## config.mk

```make
export PLATFORM = sky130hd
export DESIGN_NAME = stream_demux_router
export DESIGN_NICKNAME = d
export VERILOG_FILES = /design/src/rtl/stream_demux_router.sv
export SDC_FILE = /design/constraint.sdc
export NUM_CORES = 1
export LEC_CHECK = 0
export CELL_PAD_IN_SITES_DETAIL_PLACEMENT = 1
export CELL_PAD_IN_SITES_GLOBAL_PLACEMENT = 2
export CORE_MARGIN = 1
export CORE_UTILIZATION = 24
export DETAILED_ROUTE_END_ITERATION = 12
export PLACE_DENSITY_LB_ADDON = 0.1
export SYNTH_ARGS = -nofsm -noshare
export SYNTH_HDL_FRONTEND = slang
export SYNTH_SLANG_ARGS = --single-unit
```

## constraint.sdc

```tcl
create_clock -name clk_i -period 3.8 [get_ports clk_i]
set_clock_uncertainty 0.2 [all_clocks]
set_input_delay 0.95 -clock clk_i [delete_from_list [all_inputs] [get_ports clk_i]]
set_output_delay 0.95 -clock clk_i [all_outputs]
set_load 0.005 [all_outputs]
```

## src/rtl/stream_demux_router.sv

```systemverilog
// -----------------------------------------------------------------------------
// stream_demux_router
//
// Purpose:
//   1:N request router. One upstream req/gnt stream carries a destination
//   index; each accepted beat is registered in a single-entry output stage and
//   presented on exactly one of NumOut downstream req/gnt ports. Outstanding
//   transactions are counted from accept until rsp_done_i, and the destination
//   is locked while any are outstanding so responses come back in order.
//
// Ports:
//   clk_i       in   clock
//   rst_i       in   synchronous active-high reset
//   req_i       in   upstream request valid
//   sel_i       in   destination index, sampled with req_i
//   data_i      in   upstream payload
//   gnt_o       out  upstream grant (transfer on req_i && gnt_o)
//   req_o       out  one-hot downstream request
//   data_o      out  downstream payload, shared by all ports
//   gnt_i       in   downstream grants
//   rsp_done_i  in   one pulse per completed response from the locked port
//   err_o       out  sticky error flag (only with STREAM_DEMUX_ROUTER_ERR_EN)
//   idle_o      out  no buffered entry and nothing outstanding
//
// Optional feature:
//   Define STREAM_DEMUX_ROUTER_ERR_EN to add err_o. It is set by an accept
//   with an out-of-range sel_i or by rsp_done_i while nothing is outstanding,
//   and is cleared only by reset.
// -----------------------------------------------------------------------------
module stream_demux_router #(
    parameter int  NumOut   = 4,
    parameter type DataType = logic,
    parameter int  MaxTrans = 8
) (
    input  logic                      clk_i,
    input  logic                      rst_i,
    input  logic                      req_i,
    input  logic [$clog2(NumOut)-1:0] sel_i,
    input  DataType                   data_i,
    output logic                      gnt_o,
    output logic [NumOut-1:0]         req_o,
    output DataType                   data_o,
    input  logic [NumOut-1:0]         gnt_i,
    input  logic                      rsp_done_i,
`ifdef STREAM_DEMUX_ROUTER_ERR_EN
    output logic                      err_o,
`endif
    output logic                      idle_o
);

    localparam int SelW     = $clog2(NumOut);
    localparam int CntWidth = $clog2(MaxTrans + 1);

    // Widened by one bit so the range check is meaningful for any NumOut.
    localparam logic [SelW:0]         NumOutW = (SelW + 1)'(NumOut);
    localparam logic [CntWidth-1:0]   MaxCnt  = CntWidth'(MaxTrans);

    typedef enum logic {
        ST_EMPTY = 1'b0,
        ST_FULL  = 1'b1
    } stage_t;

    stage_t              r_stage;
    stage_t              w_stage_nxt;
    logic [SelW-1:0]     r_buf_sel;
    DataType             r_buf_data;
    logic [SelW-1:0]     r_lock_sel;
    logic [CntWidth-1:0] r_cnt;

    logic w_buf_vld;
    logic w_drain;
    logic w_sel_ok;
    logic w_accept;
    logic w_load;
    logic w_rsp;

    assign w_buf_vld = (r_stage == ST_FULL);
    // Only the grant of the port we are presenting on can drain the stage.
    assign w_drain   = w_buf_vld && gnt_i[r_buf_sel];
    assign w_sel_ok  = ({1'b0, sel_i} < NumOutW);

    // Independent of req_i so upstream may wait on gnt_o before raising req.
    assign gnt_o = (!w_buf_vld || w_drain)
                && (r_cnt < MaxCnt)
                && ((r_cnt == '0) || (sel_i == r_lock_sel));

    assign w_accept = req_i && gnt_o;
    // Out-of-range destinations are consumed and dropped.
    assign w_load   = w_accept && w_sel_ok;
    // A response with nothing outstanding must not wrap the counter.
    assign w_rsp    = rsp_done_i && (r_cnt != '0);

    always_comb begin
        w_stage_nxt = r_stage;
        if (w_load) begin
            w_stage_nxt = ST_FULL;
        end else if (w_drain) begin
            w_stage_nxt = ST_EMPTY;
        end
    end

    always_ff @(posedge clk_i) begin
        if (rst_i) begin
            r_stage    <= ST_EMPTY;
            r_buf_sel  <= '0;
            r_buf_data <= '0;
            r_lock_sel <= '0;
            r_cnt      <= '0;
        end else begin
            r_stage <= w_stage_nxt;
            if (w_load) begin
                r_buf_sel  <= sel_i;
                r_buf_data <= data_i;
                r_lock_sel <= sel_i;
            end
            case ({w_load, w_rsp})
                2'b10:   r_cnt <= r_cnt + CntWidth'(1);
                2'b01:   r_cnt <= r_cnt - CntWidth'(1);
                default: r_cnt <= r_cnt;
            endcase
        end
    end

`ifdef STREAM_DEMUX_ROUTER_ERR_EN
    logic r_err;

    always_ff @(posedge clk_i) begin
        if (rst_i) begin
            r_err <= 1'b0;
        end else if ((w_accept && !w_sel_ok) || (rsp_done_i && (r_cnt == '0))) begin
            r_err <= 1'b1;
        end
    end

    assign err_o = r_err;
`endif

    always_comb begin
        req_o = '0;
        if (w_buf_vld) begin
            req_o[r_buf_sel] = 1'b1;
        end
    end

    assign data_o = w_buf_vld ? r_buf_data : DataType'('0);
    assign idle_o = !w_buf_vld && (r_cnt == '0);

endmodule

```

==> impl_metrics.env, run 1 <==
export IMPL_seqCellArea_sq_um=160
export IMPL_grt_usage=0.119
export IMPL_clock_latency_ps=250
export IMPL_grt_start_max_net_pins=13
export IMPL_period_share=0.969
export IMPL_dp_cells=114
export IMPL_cp_cell_sequence="clkdlybuf4s50_1 -> xor2_1 -> o31a_2 -> nor2_1 -> clkdlybuf4s50_1"
export IMPL_vias_per_cell=4.38
export IMPL_boundaryPins=18
export IMPL_synth_top_area_frac=0.286
export IMPL_syn_nets=82
export IMPL_antenna_found_initial=0
export IMPL_path_common_cell="clkdlybuf4s50_1"
export IMPL_worst_pin_slew_ps=394
export IMPL_clock_sinks=8
export IMPL_rsz0062_at_grt="no"
export IMPL_reg2reg_from="r_cnt[3]"
export IMPL_design_core_area_sq_um=2210
export IMPL_netlist_top_cells_area="dfxtp_1, nor2_1, nand2b_1"
export IMPL_numCtsBuffers=3
export IMPL_hold_class="flop to flop"
export IMPL_die_w_microns=50.3
export IMPL_final_cell_mix="clkdlybuf4s50_1, nor2_1, dfxtp_1"
export IMPL_drc_errors=0
export IMPL_post_cts_resized=0
export IMPL_setup_violations_final=0
export IMPL_grt_ovfl_total=0
export IMPL_fmax_mhz=272
export IMPL_slew_headroom=0.738
export IMPL_vias=512
export IMPL_synth_distinct_cells=22
export IMPL_dr_pass1_iters=3
export IMPL_crit_required_ps=2650
export IMPL_post_dp_hpwl_microns=1050
export IMPL_post_cts_buffers=0
export IMPL_crit_type="primary input to primary output"
export IMPL_stdcell_count=117
export IMPL_start_util=0.253
export IMPL_max_stage_delay_ps=520
export IMPL_multiInputGateArea_sq_um=360
export IMPL_syn_inst=67
export IMPL_drv_slew=0
export IMPL_finalPower_mw=0.577
export IMPL_wire_per_inst_microns=10.9
export IMPL_drive_gt1_frac=0.146
export IMPL_avgSynthCellArea_sq_um=8.35
export IMPL_die_area_sq_um=2530
export IMPL_num_fill_cells=276
export IMPL_io_buffer_count=17
export IMPL_grt_pass1_vias=512
export IMPL_period_needed_ps=3680
export IMPL_synth_seq_cells=8
export IMPL_root_buffer="clkbuf_4"
export IMPL_dieHeight_microns=50.3
export IMPL_cap_violations=0
export IMPL_startpoint="sel_i[0]"
export IMPL_crit_slowest_cell="clkdlybuf4s50_1"
export IMPL_critical_path_arrival_ps=2530
export IMPL_ant_nets=0
export IMPL_power_density_nw_per_um2=710
export IMPL_startpoint_type="primary input"
export IMPL_clk_pin_slew_ps=60
export IMPL_cts_tree="built"
export IMPL_cts_max_level=1
export IMPL_drtIter0Drc=4
export IMPL_worstHoldStart="r_buf_data"
export IMPL_ir_worst_vdd_uv=261
export IMPL_rrSetupSlack_ps=810
export IMPL_layout_commonest_cell="clkdlybuf4s50_1"
export IMPL_cts_hold_buffers=0
export IMPL_leakage_nw=0.351
export IMPL_cp_max_fo=2
export IMPL_synth_cell_area_sq_um=559
export IMPL_finalHoldViolCount=0
export IMPL_grt_pass1_wl_microns=2220
export IMPL_final_nets=106
export IMPL_area_growth_pct=45.2
export IMPL_n_antenna_cell=0
export IMPL_critPathCaptureType="primary output"
export IMPL_yosysSeqAreaShare=0.286
export IMPL_yosys_warnings=0
export IMPL_clockBufferDepth=2
export IMPL_routabilityCongestion=0.675
export IMPL_synth_area_leader_cell="dfxtp_1"
export IMPL_wl_microns=1280
export IMPL_rows=17
export IMPL_status="finished clean"
## where the power goes
part / leakage, nW / internal, mW / switching, mW
Sequential: 0.0657 / 0.113 / 0.0320
Clock: 0.0138 / 0.0361 / 0.0281
Combinational: 0.271 / 0.207 / 0.161
Total: 0.351 / 0.355 / 0.221
## sequential cells by signal (all words and copies together) (netlist names)
register	flops
r_stage	1
r_lock_sel	2
r_cnt	4
r_buf_data	1
## cells in the mapped netlist (all sizes together)
cell / count
a21o: 1
a21oi: 4
and2: 2
buf: 1
clkbuf: 2
dfxtp: 8
fa: 1
ha: 3
inv: 7
mux2: 3
mux2i: 4
nand2: 1
nand2b: 7
nor2: 14
nor2b: 1
nor3: 1
o22ai: 1
o31a: 1
or4: 1
xor2: 4
## area by class of cell
| class | count | share of cell area |
|---|---|---|
| Multi-Input combinational cell | 49 | 0.444 |
| Tap cell | 28 | 0.0431 |
| Timing Repair Buffer | 22 | 0.256 |
| Inverter | 7 | 0.0324 |
| Clock buffer | 3 | 0.0277 |
| Sequential cell | 8 | 0.197 |
## metal layers
layer	part of all wire	track usage	up-vias	routed length, microns
li1	-	-	262	-
met1	0.53	0.160	237	677
met2	0.42	0.173	11	541
met3	0.034	0.0121	2	43
met4	0.011	0.0857	0	14
met5	0	0	-	0
## final timing paths
check,endpoint,cells after the start
min,r_buf_data,2
min reg2reg,r_buf_data,2
max,gnt_o,5
max reg2reg,r_cnt[3],10
## critical path, delay by kind of cell
family | cells | cell delay (ps)
XOR/XNOR | 1 | 150
AO/OA/AOI/OAI | 1 | 360
buffers and inverters | 2 | 950
AND/OR/NAND/NOR | 1 | 120
## logic make-up (layout without fill, tap and decap cells)
family / after synthesis / after routing / share of synthesized area
flip-flops: 8 / 8 / 0.286
AND/OR/NAND/NOR: 27 / 27 / 0.262
XOR/XNOR: 4 / 4 / 0.0626
buffers and inverters: 10 / 32 / 0.0693
AO/OA/AOI/OAI: 7 / 7 / 0.0850
multiplexers: 7 / 7 / 0.132
adder cells (fa/ha/maj): 4 / 4 / 0.103
## through the flow
step | cell area [sq um] | setup TNS, ps | worst slack, ps | util | hold slack, ps
6_report | 812 | 0 | 117 | 0.367 | 280
5_1_grt | 812 | 0 | 15.2 | 0.367 | 316
4_1_cts | 812 | 0 | 103 | 0.367 | 281
3_5_place_dp | 790 | -86.1 | -86.1 | 0.357 | 271
3_3_place_gp | 790 | -6.99 | -6.99 | 0.357 | 260
2_1_floorplan | 559 | 0 | 368 | - | 245
Note: power is estimated with default switching activity, not from simulation.
==> inputs of run 2 (changes only) <==
--- a/config.mk
+++ b/config.mk
@@ -7,10 +7,11 @@
 export LEC_CHECK = 0
 export CELL_PAD_IN_SITES_DETAIL_PLACEMENT = 1
 export CELL_PAD_IN_SITES_GLOBAL_PLACEMENT = 2
-export CORE_MARGIN = 1
+export CORE_MARGIN = 4
 export CORE_UTILIZATION = 24
 export DETAILED_ROUTE_END_ITERATION = 12
 export PLACE_DENSITY_LB_ADDON = 0.1
+export RECOVER_POWER = 50
 export SYNTH_ARGS = -nofsm -noshare
 export SYNTH_HDL_FRONTEND = slang
 export SYNTH_SLANG_ARGS = --single-unit
==> run 2 against run 1 <==
- setup slack got worse by 38 ps
- flip-flop and latch count did not move
- register-to-register slack about the same
- fmax shrank 1.0%
- power fell by 2.1%
- die area rose by 25%
- non-clock buffer count unchanged
- via count up 0.20%
- clock-buffer cell count stayed put
- critical path type unchanged
- largest cell class unchanged
==> impl_metrics.env, run 2 (synthesis gave the netlist of run 1 again) <==
export IMPL_status="finished clean"
export IMPL_drive_gt1_frac=0.135
export IMPL_hold_class="flop to flop"
export IMPL_grt_pass1_vias=494
export IMPL_reg_largest_list="r_cnt: 4 flops, r_lock_sel: 2 flops"
export IMPL_cts_hold_buffers=0
export IMPL_tns_ps=0
export IMPL_cts_max_level=1
export IMPL_fmax_mhz=269
export IMPL_wire_per_inst_microns=11.3
export IMPL_rrSetupSlack_ps=820
export IMPL_num_fill_cells=275
export IMPL_clockBufferDepth=2
export IMPL_die_area_sq_um=3170
export IMPL_n_antenna_cell=0
export IMPL_fin_ws_ps=78.8
export IMPL_drc_errors=0
export IMPL_crit_reg2reg_capture="r_cnt[3]"
export IMPL_vias=513
export IMPL_clock_sinks=8
export IMPL_cp_max_fo=2
export IMPL_numCtsBuffers=3
export IMPL_antenna_found_initial=0
export IMPL_worstRegToRegCells=10
export IMPL_crit_required_ps=2650
export IMPL_path_common_cell="clkdlybuf4s50_1"
export IMPL_area_growth_pct=44.5
export IMPL_layout_commonest_cell="clkdlybuf4s50_1"
export IMPL_rsz0062_at_grt="no"
export IMPL_dr_pass1_iters=2
export IMPL_grt_pass1_wl_microns=2300
export IMPL_dieHeight_microns=56.3
export IMPL_drtIter0Drc=7
export IMPL_max_stage_delay_ps=510
export IMPL_root_buffer="clkbuf_4"
export IMPL_leakage_nw=0.352
export IMPL_start_util=0.253
export IMPL_post_cts_buffers=0
export IMPL_crit_type="primary input to primary output"
export IMPL_boundaryPins=18
export IMPL_place_ws_ps=-83.6
export IMPL_io_buffer_count=17
export IMPL_crit_slowest_cell="clkdlybuf4s50_1"
export IMPL_period_needed_ps=3720
export IMPL_crit_family="buffers and inverters"
export IMPL_design_area_sq_um=808
export IMPL_power_density_nw_per_um2=699
export IMPL_critical_path_arrival_ps=2570
export IMPL_ir_worst_vdd_uv=314
export IMPL_post_cts_resized=0
export IMPL_rows=17
export IMPL_routabilityCongestion=0.722
export IMPL_cp_cell_sequence="clkdlybuf4s50_1 -> xor2_1 -> o31a_2 -> nor2_1 -> clkdlybuf4s50_1"
export IMPL_min_delay_path_depth=2
export IMPL_cts_tree="built"
export IMPL_path_buf_inv=2
export IMPL_worst_pin_slew_ps=378
export IMPL_clk_pin_slew_ps=50
export IMPL_reg2reg_from="r_cnt[0]"
export IMPL_design_core_area_sq_um=2210
export IMPL_grt_usage=0.0930
export IMPL_setup_violations_final=0
export IMPL_drv_slew=0
export IMPL_place_area_sq_um=790
export IMPL_startpoint_type="primary input"
export IMPL_largest_reg_flops=4
export IMPL_hold_end="r_buf_data"
export IMPL_post_dp_hpwl_microns=1090
export IMPL_slew_headroom=0.747
export IMPL_critPathCaptureType="primary output"
export IMPL_ant_nets=0
export IMPL_finalHoldViolCount=0
export IMPL_final_cell_mix="clkdlybuf4s50_1, nor2_1, dfxtp_1"
export IMPL_clock_latency_ps=240
export IMPL_grt_start_max_net_pins=13
export IMPL_period_share=0.979
export IMPL_die_w_microns=56.3
export IMPL_worstHoldStart="r_buf_data"
export IMPL_cap_violations=0
export IMPL_fin_util=0.365
export IMPL_top_register="r_cnt"
export IMPL_finalPower_mw=0.565
export IMPL_vias_per_cell=4.38
export IMPL_wl_microns=1330
export IMPL_final_nets=106
export IMPL_grt_ovfl_total=0
[run 2: cell types whose count changed in the layout (fill, tap and decap cells not counted), sizes merged]
cell           before  now
clkbuf              3    4
buf                 5    4
clkdlybuf4s50      17   15
dlygate4sd3         0    2
[run 2: layer usage]
metal	vias to the layer above	wire length, microns	track usage
li1	261	-	-
met1	239	678	0.133
met2	11	580	0.127
met3	2	54	0.0207
met4	0	12	0.0508
met5	-	0	0
[run 2: worst max-delay path by stage]
stage	from	endpoint	cells past startpoint
after floorplan	sel_i[0]	r_cnt[3]	10
after global placement	sel_i[0]	r_cnt[3]	11
after detailed placement	sel_i[0]	r_cnt[3]	11
after CTS	sel_i[0]	gnt_o	5
after global routing	sel_i[0]	gnt_o	5
final	sel_i[0]	gnt_o	5
[run 2: layout make-up]
class	instances	area, sq um	area share
multi-input cells	49	360	0.446
repair buffers	22	204	0.252
flip-flops and latches	8	160	0.198
well taps	28	35.0	0.0433
inverters	7	26.3	0.0325
clock buffers	3	22.5	0.0279
[run 2: power breakdown]
group          switching, mW  internal, mW
registers             0.0319         0.113
logic                  0.158         0.198
clock network         0.0276        0.0361
[run 2: worst register-to-register path: cells and delay by family, from the launching register on]
kind	cells	cell delay [ps]
and+or+nand+nor	2	740
muxes	2	550
AOI/OAI and AO/OA	3	510
adders and majority gates	2	480
DFF	1	360
buffers and inverters	1	60
[run 2: metrics by stage]
step | cells | hold slack [ps]
final | 117 | 277
after detailed placement | 114 | 267
after global routing | 117 | 287
after CTS | 117 | 278
after floorplan | 67 | 245
after global placement | 114 | 258
==> inputs of run 3 (changes only) <==
--- a/config.mk
+++ b/config.mk
@@ -8,7 +8,7 @@
 export CELL_PAD_IN_SITES_DETAIL_PLACEMENT = 1
 export CELL_PAD_IN_SITES_GLOBAL_PLACEMENT = 2
 export CORE_MARGIN = 4
-export CORE_UTILIZATION = 24
+export CORE_UTILIZATION = 26
 export DETAILED_ROUTE_END_ITERATION = 12
 export PLACE_DENSITY_LB_ADDON = 0.1
 export RECOVER_POWER = 50
==> constraint.sdc (replaced) <==
create_clock -name clk_i -period 4.4 [get_ports clk_i]
set_clock_uncertainty 0.2 [all_clocks]
set_input_delay 1.1 -clock clk_i [delete_from_list [all_inputs] [get_ports clk_i]]
set_output_delay 1.1 -clock clk_i [all_outputs]
set_load 0.005 [all_outputs]
==> run 3 against run 2 <==
- critical path depth stayed put
- wire length decreased by 3.2%
- sequential power decreased by 15%
- setup slack improved by 240 ps
- clock power shrank 12%
- cell area is 5.3% lower
- flip-flop and latch count did not move
- register-to-register slack improved by 430 ps
- largest power group unchanged
- critical path type unchanged
- via count decreased by 2.7%
==> impl_metrics.env, run 3 (synthesis gave the netlist of run 1 again) <==
export IMPL_die_w_microns=54.4
export IMPL_rows=16
export IMPL_ant_nets=0
export IMPL_clock_latency_ps=250
export IMPL_wl_microns=1280
export IMPL_crit_end="gnt_o"
export IMPL_grt_ovfl_total=0
export IMPL_clock_sinks=8
export IMPL_clk_pin_slew_ps=50
export IMPL_crit_required_ps=3100
export IMPL_root_buffer="clkbuf_4"
export IMPL_power_density_nw_per_um2=586
export IMPL_vias_per_cell=4.46
export IMPL_globalRouteMet3Util=0.0599
export IMPL_io_buffer_count=17
export IMPL_grt_usage=0.112
export IMPL_stdcell_count=112
export IMPL_crit_type="primary input to primary output"
export IMPL_dieHeight_microns=54.4
export IMPL_place_ws_ps=308
export IMPL_critical_path_arrival_ps=2780
export IMPL_grtUsageMet1=0.139
export IMPL_crit_reg2reg_capture="r_cnt[3]"
export IMPL_cts_tree="built"
export IMPL_fmax_mhz=245
export IMPL_cp_max_fo=2
export IMPL_n_antenna_cell=0
export IMPL_worst_pin_slew_ps=373
export IMPL_largest_reg_flops=4
export IMPL_final_cell_mix="nor2_1, clkdlybuf4s50_1, dfxtp_1"
export IMPL_reg_largest_list="r_cnt: 4 flops, r_lock_sel: 2 flops"
export IMPL_boundaryPins=18
export IMPL_startpoint="sel_i[0]"
export IMPL_layout_commonest_cell="nor2_1"
export IMPL_post_cts_buffers=0
export IMPL_drive_gt1_frac=0.0824
export IMPL_top_usage_layer="met2"
export IMPL_area_growth_pct=36.9
export IMPL_start_util=0.279
export IMPL_max_stage_delay_ps=580
export IMPL_cts_max_level=1
export IMPL_finalHoldViolCount=0
export IMPL_place_area_sq_um=758
export IMPL_ir_worst_vdd_uv=259
export IMPL_reg2reg_from="r_cnt[3]"
export IMPL_critPathCaptureType="primary output"
export IMPL_slew_headroom=0.751
export IMPL_grt_start_max_net_pins=13
export IMPL_period_needed_ps=4080
export IMPL_final_nets=102
export IMPL_setup_violations_final=0
export IMPL_top_register="r_cnt"
export IMPL_antenna_found_initial=0
export IMPL_post_cts_resized=0
export IMPL_drc_errors=0
export IMPL_hold_class="flop to flop"
export IMPL_numCtsBuffers=3
export IMPL_crit_slowest_cell="dlygate4sd3_1"
export IMPL_period_share=0.927
export IMPL_wire_per_inst_microns=11.5
export IMPL_cap_violations=0
export IMPL_rrSetupSlack_ps=1250
export IMPL_worstRegToRegCells=10
export IMPL_post_dp_hpwl_microns=1080
export IMPL_design_area_sq_um=766
export IMPL_grt_pass1_wl_microns=2330
export IMPL_dp_cells=109
export IMPL_die_area_sq_um=2960
export IMPL_routabilityCongestion=0.654
export IMPL_rsz0062_at_grt="no"
export IMPL_tns_ps=0
export IMPL_status="finished clean"
export IMPL_cts_hold_buffers=0
export IMPL_leakage_nw=0.333
export IMPL_gr_usage_met2=0.171
export IMPL_clockBufferDepth=2
export IMPL_design_core_area_sq_um=2000
export IMPL_vias=499
export IMPL_finalPower_mw=0.448
export IMPL_grt_pass1_vias=506
export IMPL_startpoint_type="primary input"
export IMPL_drv_slew=0
export IMPL_fin_ws_ps=321
export IMPL_cp_cell_sequence="dlygate4sd3_1 -> xor2_1 -> o31a_2 -> nor2_1 -> clkdlybuf4s50_1"
export IMPL_drtIter0Drc=3
export IMPL_dr_pass1_iters=2
-- run 3: area by class of cell --
class / count / area, sq um
Inverter: 7 / 26.3
Multi-Input combinational cell: 49 / 349
Timing Repair Buffer: 18 / 174
Fill cell: 254 / 1240
Tap cell: 27 / 33.8
Sequential cell: 8 / 160
Clock buffer: 3 / 22.5
-- run 3: per-layer routing --
| metal | vias to the layer above | wire (microns) |
|---|---|---|
| li1 | 253 | - |
| met1 | 232 | 585 |
| met3 | 2 | 93 |
| met5 | - | 0 |
| met4 | 0 | 9 |
| met2 | 12 | 595 |
-- run 3: worst min path at each step --
stage            endpoint  slack [ps]  startpoint  cells after the start
2_1_floorplan  r_buf_data         240  r_buf_data                      2
3_3_place_gp   r_buf_data         260  r_buf_data                      2
3_5_place_dp   r_buf_data         260  r_buf_data                      2
4_1_cts        r_buf_data         280  r_buf_data                      2
5_1_grt        r_buf_data         300  r_buf_data                      2
6_report       r_buf_data         280  r_buf_data                      2
-- run 3: stage by stage --
step,util,hold slack (ps)
after floorplan,-,245
after global placement,0.379,256
after detailed placement,0.379,263
after CTS,0.390,284
after global routing,0.383,303
final,0.383,278
-- run 3: critical path, delay by kind of cell --
kind                   cells  cell delay (ps)
buffers and inverters      2             1080
AO/OA/AOI/OAI              1              340
XOR/XNOR                   1              160
AND/OR/NAND/NOR            1              100
-- run 3: where the power goes --
part | total [mW] | switching [mW] | internal [mW] | leakage (nW)
combinational | 0.269 | 0.124 | 0.145 | 0.254
clock | 0.0561 | 0.0249 | 0.0312 | 0.0138
sequential | 0.123 | 0.0260 | 0.0973 | 0.0657
==> edit 1 (config.mk and constraints of run 2) <==
The option `STREAM_DEMUX_ROUTER_ERR_EN` is turned on by a define.
--- a/src/rtl/stream_demux_router.sv
+++ b/src/rtl/stream_demux_router.sv
@@ -29,2 +29,4 @@
 // -----------------------------------------------------------------------------
+`define STREAM_DEMUX_ROUTER_ERR_EN
+
 module stream_demux_router #(
Formal check against the unedited RTL (old outputs only; new: err_o): equivalent (Yosys induction, for registers that start in step).
==> edit 1 against run 2 <==
Synthesized area rose by 12%. Setup slack better by 0.18 ns. Total power is 4.0% higher. Cell area up 7.1%. Routed wire length is 7.5% higher. Core utilization down 1.6 points. Sequential cell count is 1 higher. Largest power group unchanged. Highest routed layer unchanged.
==> edit 1: results (changes against run 2) <==
metric,value,unit,change
outcome,completed,,unchanged
htree depth,1,,unchanged
largest net degree at the start of global routing,14,,was 13
Top Registers,"r_cnt (4), r_lock_sel (2)",,unchanged
fillers,316,,was 275
# Post-CTS Setup Buffers,0,,unchanged
ys async rst share,0,,unchanged
Most used DFF post-synth,dfxtp_1,,unchanged
initial antenna violation count,0,,unchanged
Hold WC Path Type,flip-flop to flip-flop,,unchanged
"Distinct cells, synth",26,,was 22
dpl cells,118,,was 114
# nets final,108,,was 106
leakage,0.359,nW,was 0.352 nW
clock-pin transition on the worst setup and hold timing paths,0.07,ns,was 0.05 ns
antenna fix cells,0,,unchanged
clk_lat worst skew,0.26,ns,was 0.24 ns
Area contributors post-synth,"dfxtp_1, nor2_1, nand2b_1, mux2i_1, ha_1",,unchanged
global-route wire length before repair,2.41,mm,was 2.30 mm
Avg Inst Size Synth,8.81,um^2,was 8.35 um^2
PortBufs,18,,was 17
gr usage total,0.0889,,was 0.0930
clk buf depth,2,,unchanged
pre-CTS setup slack,0.000836,ns,was -0.0836 ns
Critical Path AT,2.39,ns,was 2.57 ns
"Max FO, Critical Path",2,,unchanged
vias in the first global route,592,,was 494
Final GP Congestion,0.715,,was 0.722
post-detail-place hpwl,1.20,mm,was 1.09 mm
register area share after synthesis,0.288,,was 0.286
Yosys warning total,0,,unchanged
CTS resizes,0,,unchanged
final WL,1.43,mm,was 1.33 mm
Mapped Nets,86,,was 82
via count,534,,was 513
vias per inst,4.38,,about the same
number of DRC markers in iteration 0,5,,was 7
VDD IR max,0.383,mV,was 0.314 mV
Pre-antenna DRT Iters,2,,unchanged
cts bufs inserted,3,,unchanged
layout cell share with drive strength beyond 1,0.130,,was 0.135
worst-margin pin slew,0.435,ns,was 0.378 ns
synth cell count leaders,"nor2_1, dfxtp_1, inv_1, nand2b_1",,"was nor2_1, dfxtp_1, nand2b_1"
Root Buffer,clkbuf_4,,unchanged
==> edit 1: cells by family after synthesis <==
group / synth area share
and+or+nand+nor: 0.258
buffers and inverters: 0.0720
DFF: 0.288
AOI/OAI and AO/OA: 0.0980
muxes: 0.124
xor gates and xnor gates: 0.0680
adders and majority gates: 0.0920
==> edit 1: area by class of cell <==
type | instances | share of cell area
Tap cell | 30 | 0.0434
Multi-Input combinational cell | 51 | 0.462
Timing Repair Buffer | 20 | 0.221
Clock buffer | 4 | 0.0303
Sequential cell | 9 | 0.208
Inverter | 8 | 0.0347
==> edit 1: report_power, final <==
part | internal [W] | switching (W)
sequential | 0.000125 | 0.0000399
combinational | 0.000188 | 0.000160
clock | 0.0000404 | 0.0000340
total | 0.000353 | 0.000234
==> edit 1: stage by stage <==
step                      hold WS (ns)   util  instance area [um^2]  total power (W)
after global routing             0.305  0.349                   866         0.000646
after detailed placement         0.278  0.340                   843         0.000530
after CTS                        0.296  0.351                   870         0.000610
after global placement           0.256  0.340                   843         0.000526
after floorplan                  0.245      -                   626         0.000396
final                            0.281  0.349                   866         0.000588
==> edit 1: critical path, cell delays in order <==
cell             delay [ns]
clkdlybuf4s50_1        0.51
xnor2_1                0.14
a31oi_2                0.15
nor2_1                 0.12
clkdlybuf4s50_1        0.51
==> edit 1: path summary, 6_finish.rpt <==
check | from | to | slack [ns] | depth (start not counted)
setup / recovery | sel_i[1] | gnt_o | 0.26 | 5
hold / removal | err_o | err_o | 0.28 | 2
setup reg to reg | r_cnt[0] | r_cnt[3] | 0.96 | 10
hold reg to reg | err_o | err_o | 0.28 | 2
==> edit 1: per-layer routing <==
layer / wire (um) / vias to the layer above / GRT usage / share of wire
met3: 69 / 2 / 0.0153 / 0.048
li1: - / 269 / - / -
met2: 703 / 12 / 0.158 / 0.49
met4: 19 / 0 / 0.0291 / 0.013
met1: 635 / 251 / 0.108 / 0.44
met5: 0 / - / 0 / 0
==> edit 2 (settings of run 2) <==
Without the edit above. The parameter `MaxTrans` goes from 8 to 4.
--- a/src/rtl/stream_demux_router.sv
+++ b/src/rtl/stream_demux_router.sv
@@ -32,3 +32,3 @@
     parameter type DataType = logic,
-    parameter int  MaxTrans = 8
+    parameter int  MaxTrans = 4
 ) (
Formal check against the unedited RTL: not equivalent (a bounded check fails within 10 cycles, from zero or initial values and one cycle with rst_i high).
==> edit 2 against run 2 <==
Setup slack better by 0.20 ns. Global-route usage is 0.48 points lower. Highest routed layer is now met3. Synthesized cell count is 19% lower. Cell area is 11% lower. Routed wire length is 15% lower. Synthesized area is 8.7% lower. Sequential cell count is 1 lower. Total power is 29% lower. Critical path depth stayed put. Sequential share of layout area is 0.23 points lower. Core utilization is 0.43 points lower. Critical path type unchanged.
==> edit 2: results (changes against run 2) <==
metric,value,unit,change
outcome,completed,,unchanged
critical path's largest stage delay,0.53,ns,was 0.51 ns
Synth Area in Compound Gates,0.113,,was 0.0850
post-detail-place hpwl,943,um,was 1.09 mm
final WL,1.13,mm,was 1.33 mm
VDD IR max,0.222,mV,was 0.314 mV
Post-DP Area,699,um^2,was 790 um^2
Synth Area in XOR/XNOR,0.0980,,was 0.0626
R2R Path Start,r_lock_sel[1],,was r_cnt[0]
worst relative slew slack,0.763,,was 0.747
proportion of synthesized area in mux cells,0.118,,was 0.132
global-route wire length before repair,1.81,mm,was 2.30 mm
Clk power,0.0000692,W,was 0.0000637 W
Avg Inst Size Synth,9.45,um^2,was 8.35 um^2
Mapped Nets,67,,was 82
largest net degree at the start of global routing,11,,was 13
Finished Layout Cells,100,,was 117
layout cell share with drive strength beyond 1,0.137,,was 0.135
Sw Pwr,0.000150,W,was 0.000218 W
# nets final,87,,was 106
fillers,233,,was 275
Final GP Congestion,0.641,,was 0.722
synth cell count leaders,"nor2_1, dfxtp_1, inv_1",,"was nor2_1, dfxtp_1, nand2b_1"
"Distinct cells, synth",26,,was 22
Area contributors post-synth,"dfxtp_1, xnor2_2, nand2b_1, mux2i_1, mux2_4",,"was dfxtp_1, nor2_1, nand2b_1, mux2i_1, ha_1"
fin crit share,0.926,,was 0.979
vias in the first global route,407,,was 494
vias per inst,4.20,,was 4.38
[edit 2: cell count changes in the layout (fill, tap and decap cells not counted), moves of 2 or more]
cell / run 2 / this run
nor2_1: 14 / 8
buf_4: 4 / 0
mux2_1: 3 / 0
ha_1: 3 / 1
mux2_4: 0 / 2
nand2b_1: 7 / 5
xor2_1: 4 / 2
[edit 2: metal layers]
| layer | track usage | wire length (um) |
|---|---|---|
| met1 | 0.0992 | 461 |
| met2 | 0.149 | 539 |
| met3 | 0.0471 | 125 |
| met4 | 0.0124 | 0 |
| met5 | 0 | 0 |
[edit 2: worst min-delay path, stage by stage (launching register included)]
cell and delay [ns]:
dfxtp_1 0.30, nand2b_1 0.06, mux2i_1 0.05
[edit 2: final cells by class]
| cell class | count | area share |
|---|---|---|
| clock buffers | 4 | 0.0367 |
| flip-flops and latches | 7 | 0.196 |
| well taps | 27 | 0.0472 |
| inverters | 6 | 0.0315 |
| multi-input cells | 39 | 0.451 |
| repair buffers | 17 | 0.238 |
